--- config.mk ---
export PLATFORM = sky130hd
export DESIGN_NAME = apu_clock_aux_core
export DESIGN_NICKNAME = d
export VERILOG_FILES = /design/src/rtl/apu_clock_aux_core.sv
export SDC_FILE = /design/constraint.sdc
export NUM_CORES = 1
export LEC_CHECK = 0
export BUFFER_PORTS_ARGS = -buffer_cell sky130_fd_sc_hd__buf_2
export CORE_ASPECT_RATIO = 1.25
export CORE_MARGIN = 2
export CORE_UTILIZATION = 28
export CTS_CLUSTER_SIZE = 16
export DETAILED_ROUTE_END_ITERATION = 10
export HOLD_SLACK_MARGIN = 0.1
export MAX_ROUTING_LAYER = met4
export PLACE_DENSITY_LB_ADDON = 0.12
export SYNTH_ARGS = -nofsm -noshare
export SYNTH_HDL_FRONTEND = slang
export SYNTH_SLANG_ARGS = --single-unit
--- constraint.sdc ---
create_clock -name CLK -period 7.5 [get_ports CLK]
set_input_delay 1.5 -clock CLK [delete_from_list [all_inputs] [get_ports CLK]]
set_output_delay 1.5 -clock CLK [all_outputs]
set_load 0.03 [all_outputs]
--- src/rtl/apu_clock_aux_core.sv ---
// APU harness clock source: CPU phases PHI0/1/2, half-rate ACLK, and a Q16
// mixer that turns channel DAC codes into AOut (squares) and BOut (tri/noise/DMC).
module apu_clock_aux_core #(
  parameter int unsigned DIV   = 12,
  parameter int unsigned W_SQ  = 493,
  parameter int unsigned W_TRI = 558,
  parameter int unsigned W_NOI = 324,
  parameter int unsigned W_DMC = 220
) (
  input  logic        CLK,
  input  logic        RES,
  output logic        PHI0,
  output logic        PHI1,
  output logic        PHI2,
  output logic        ACLK,
  output logic        n_ACLK,
  input  logic [7:0]  AUX_A,
  input  logic [14:0] AUX_B,
  output logic [31:0] AOut,
  output logic [31:0] BOut
);

  localparam int unsigned CW = $clog2(DIV);
  localparam logic [CW-1:0] CNT_LAST = CW'(DIV - 1);
  localparam logic [CW-1:0] CNT_HALF = CW'(DIV / 2);

  logic [CW-1:0] cnt;
  logic [CW-1:0] cnt_nxt;
  logic          wrap;
  logic          toggle;
  logic [4:0]    sq_sum;
  logic [31:0]   a_mix;
  logic [31:0]   b_mix;

  assign wrap    = (cnt == CNT_LAST);
  assign cnt_nxt = wrap ? '0 : cnt + CW'(1);

  assign sq_sum = {1'b0, AUX_A[3:0]} + {1'b0, AUX_A[7:4]};
  assign a_mix  = W_SQ * {27'd0, sq_sum};
  assign b_mix  = W_TRI * {28'd0, AUX_B[3:0]}
                + W_NOI * {28'd0, AUX_B[7:4]}
                + W_DMC * {25'd0, AUX_B[14:8]};

  // PHI0 is registered from the next count so it lines up with cnt itself:
  // low while cnt is in the first half, high in the second.
  always_ff @(posedge CLK) begin
    if (RES) begin
      cnt    <= '0;
      toggle <= 1'b0;
      PHI0   <= 1'b0;
      AOut   <= '0;
      BOut   <= '0;
    end else begin
      cnt  <= cnt_nxt;
      PHI0 <= (cnt_nxt >= CNT_HALF);
      if (wrap)
        toggle <= ~toggle;
      AOut <= a_mix;
      BOut <= b_mix;
    end
  end

  assign PHI1   = ~PHI0;
  assign PHI2   = PHI0;
  assign ACLK   = toggle;
  assign n_ACLK = ~toggle;

endmodule

==> key figures <==
Status
  • Status: finished clean

Clocking
  • TritonCTS clock tree: built
  • Post-CTS Setup Bufs: 0
  • Post-CTS sizing: 0
  • Root Buffer: clkbuf_16
  • Num CTS Buffers: 5
  • Clk sink count: 35
  • Hold_buf cts: 0
  • Clock Pin Slew Worst Setup and Hold Paths: 0.06 ns
  • CTS H-Tree Depth: 2
  • Clk_lat worst skew: 0.28 ns
  • Clock Path Buffers: 2

Critical path
  • Slowest cell on crit path: fa_1
  • CP top delay family: adder cells
  • Critical Path RT: 7.67 ns
  • Worst path bufs/invs: 4
  • CP Data Arrival Time: 6.48 ns
  • Crit Path Max Fanout: 8
  • FF-to-FF path depth: 5
  • CP most frequent cell: fa_1
  • Crit Path Category: primary input to register
  • Crit path cell chain: buf_2, fa_1, inv_1, fa_1, fa_1, inv_1, ha_1, and3_1, a2111oi_4, nand2b_1, a21oi_1, xnor2_1, fa_1, inv_1, ha_1, o21ai_0, nor2_1, a211oi_1, o211ai_1, mux2_2
  • Critical Path Stages: 20
  • CP max stage delay: 0.54 ns
  • CP startpoint kind: primary input
  • Crit. End Element: register

Routing
  • DR WL/cell: 12.7 um
  • DRT Wirelength: 10300 um
  • Vias per inst: 4.30
  • Post-route DRC: 0
  • Antenna-violating nets left: 0
  • DR iter-0 viols: 115
  • DRT Pass-1 Iters: 4
  • Vias post-DR: 3507

Synthesis
  • Main synth FF type: dfxtp_1
  • Compound-cell area share of the yosys netlist: 12.4%
  • Mux cell area share after synthesis: 0.888%
  • Post-Syn Instances: 539
  • Post-synth EDFFs: 0
  • Adder-Cell Fraction of Synth Area: 40.7%
  • Register area share after synthesis: 14.6%
  • Largest family of logic cells by synthesized area: adder cells
  • Mapped Avg Cell Area: 8.89 um^2
  • Library cells used by synthesis: 48
  • Top-area cell type share of the netlist area: 24.0%
  • Area leader, netlist: ha_1
  • Simple-gate share of the synthesized area: 10.2%
  • Synth top area cells: ha_1 (24%), fa_1 (17%), dfxtp_1 (15%), inv_1 (8.6%), buf_4 (5.6%)
  • XOR/XNOR share of the synthesized area: 6.22%
  • Seq cells post-synth: 35
  • Synth warn: 0
  • Asr flop ratio synth: 0%
  • Post-Syn Area: 0.00479 mm^2

Placed design
  • DP Wirelength: 9050 um
  • Inst Count DP: 808
  • Port buffer count: 58
  • Gpl congestion: 0.793

STA
  • Worst Clk Skew: 0.00340 ns
  • Final Max Slew Viols: 0
  • Relative slew slack: 50.1%
  • Final Cycle Share: 84.1%
  • Fin crit period: 6.30 ns
  • Setup TNS: 0 ns
  • Worst Max-Slew Pin Slew: 0.748 ns
  • Fin. Hold Viols: 0
  • RSZ-0062 raised after global routing: false
  • Max Fclk: 159 MHz
  • # setup viols final: 0

Power
  • Comb pwr share: 80.0%
  • Sw Share: 51.9%
  • Reg power frac: 11.4%
  • Maximum VDD drop: 0.120 mV
  • Clock group share of total power: 8.6%
  • Pwr Density: 443 mW/mm^2
  • Cell leakage power: 0.00286 uW
  • Sw Pwr: 1220 uW
  • Internal Power: 1140 uW

Cells and area
  • Commonest non-fill, non-tap cell in the layout: inv_1
  • Final non-filler cell total: 816
  • Synth-to-layout area growth: 11.2%
  • # fillers: 1783
  • Most frequent cells in the layout: inv_1 (110), ha_1 (92), buf_2 (58)
  • Layout cells sized above 1: 12.6%
  • N_diodes: 0
  • Nets: 752

Global route
  • Initial antenna violation count: 0
  • Pin count of the biggest net entering global routing: 40
  • GR Overflow Total: 0
  • Tot GR Track Use: 12.2%
  • Number of global-route vias before repair: 3711
  • First-pass GRT wire length: 17200 um

Run
  • Maximum capacitance violations: 0

Floorplanning
  • Initial core utilization: 28.6%
  • Die span in x: 121 um
  • Die footprint: 0.0182 mm^2
  • Chip height: 150 um
  • # rows: 53
  • IO Count: 94
  • Core area: 0.0168 mm^2

Worst hold path
  • Hold path depth: 1
  • Hold Path Class: register to register
[cell families after synthesis]
group,Yosys count
other,1
adder cells (fa/ha/maj),132
XOR/XNOR,34
flip-flops,35
buffers and inverters,153
AND/OR/NAND/NOR,96
AO/OA/AOI/OAI,84
multiplexers,4
[layer usage]
layer  track usage (%)  part of all wire (%)
met5                 -                     0
met4              3.49                   1.4
met3             0.871                   3.0
met2              23.3                    53
met1              13.4                    42
[registers in the layout (all words and copies together) (netlist names)]
register  cells
cnt           4
ACLK          1
BOut         15
PHI0          1
AOut         14
[final timing paths]
check             slack, ns  startpoint       end
setup / recovery       1.20   AUX_B[12]  BOut[14]
setup reg to reg       6.28      cnt[0]      PHI0
hold reg to reg        0.51      cnt[0]    cnt[0]
hold / removal         0.51      cnt[0]    cnt[0]
[layout make-up]
type                    instances  area (um^2)  share of cell area, %
inverters                     110          413                   7.75
repair buffers                 58          290                   5.45
multi-input cells             385         3510                   65.8
well taps                     220          275                   5.17
clock inverters                 2         12.5                  0.235
clock buffers                   6          129                   2.42
flip-flops and latches         35          701                   13.1
[cells in the mapped netlist (2+ instances only)]
library cell	count
ha_1	92
nand2_1	10
nand4_1	3
inv_1	110
o21bai_1	4
dfxtp_1	35
nand3_1	7
a21oi_1	18
o21a_1	2
a31oi_1	4
buf_4	36
and3_1	4
and2_1	3
mux2_2	2
a211oi_1	9
nor3b_1	4
xor2_1	19
o41ai_2	2
o31a_1	2
a21o_1	10
mux2i_1	2
clkbuf_1	6
nor3_1	6
nor2_1	37
o21ai_0	20
o211ai_1	2
xnor2_1	15
nor2b_1	12
fa_1	40
nand2b_1	5
[power by group through the flow]
stage	Combinational, uW	Sequential, uW	Clock [uW]
after CTS	1910	270	215
after global routing	2150	276	221
final	1890	269	203
after detailed placement	1900	274	0
after floorplan	1390	384	0
after global placement	1900	275	0
[per-stage QoR]
| stage | worst slack, ns | hold slack [ns] | total power [uW] | utilization [%] | cell area (um^2) |
|---|---|---|---|---|---|
| after floorplan | 1.31 | 0.455 | 1770 | - | 4920 |
| after global placement | 0.985 | 0.484 | 2170 | 30.9 | 5190 |
| after detailed placement | 0.949 | 0.508 | 2180 | 30.9 | 5190 |
| after CTS | 1.26 | 0.520 | 2400 | 31.8 | 5330 |
| after global routing | 0.984 | 0.569 | 2650 | 31.8 | 5330 |
| final | 1.20 | 0.514 | 2360 | 31.8 | 5330 |
(Power assumes the default switching activity.)
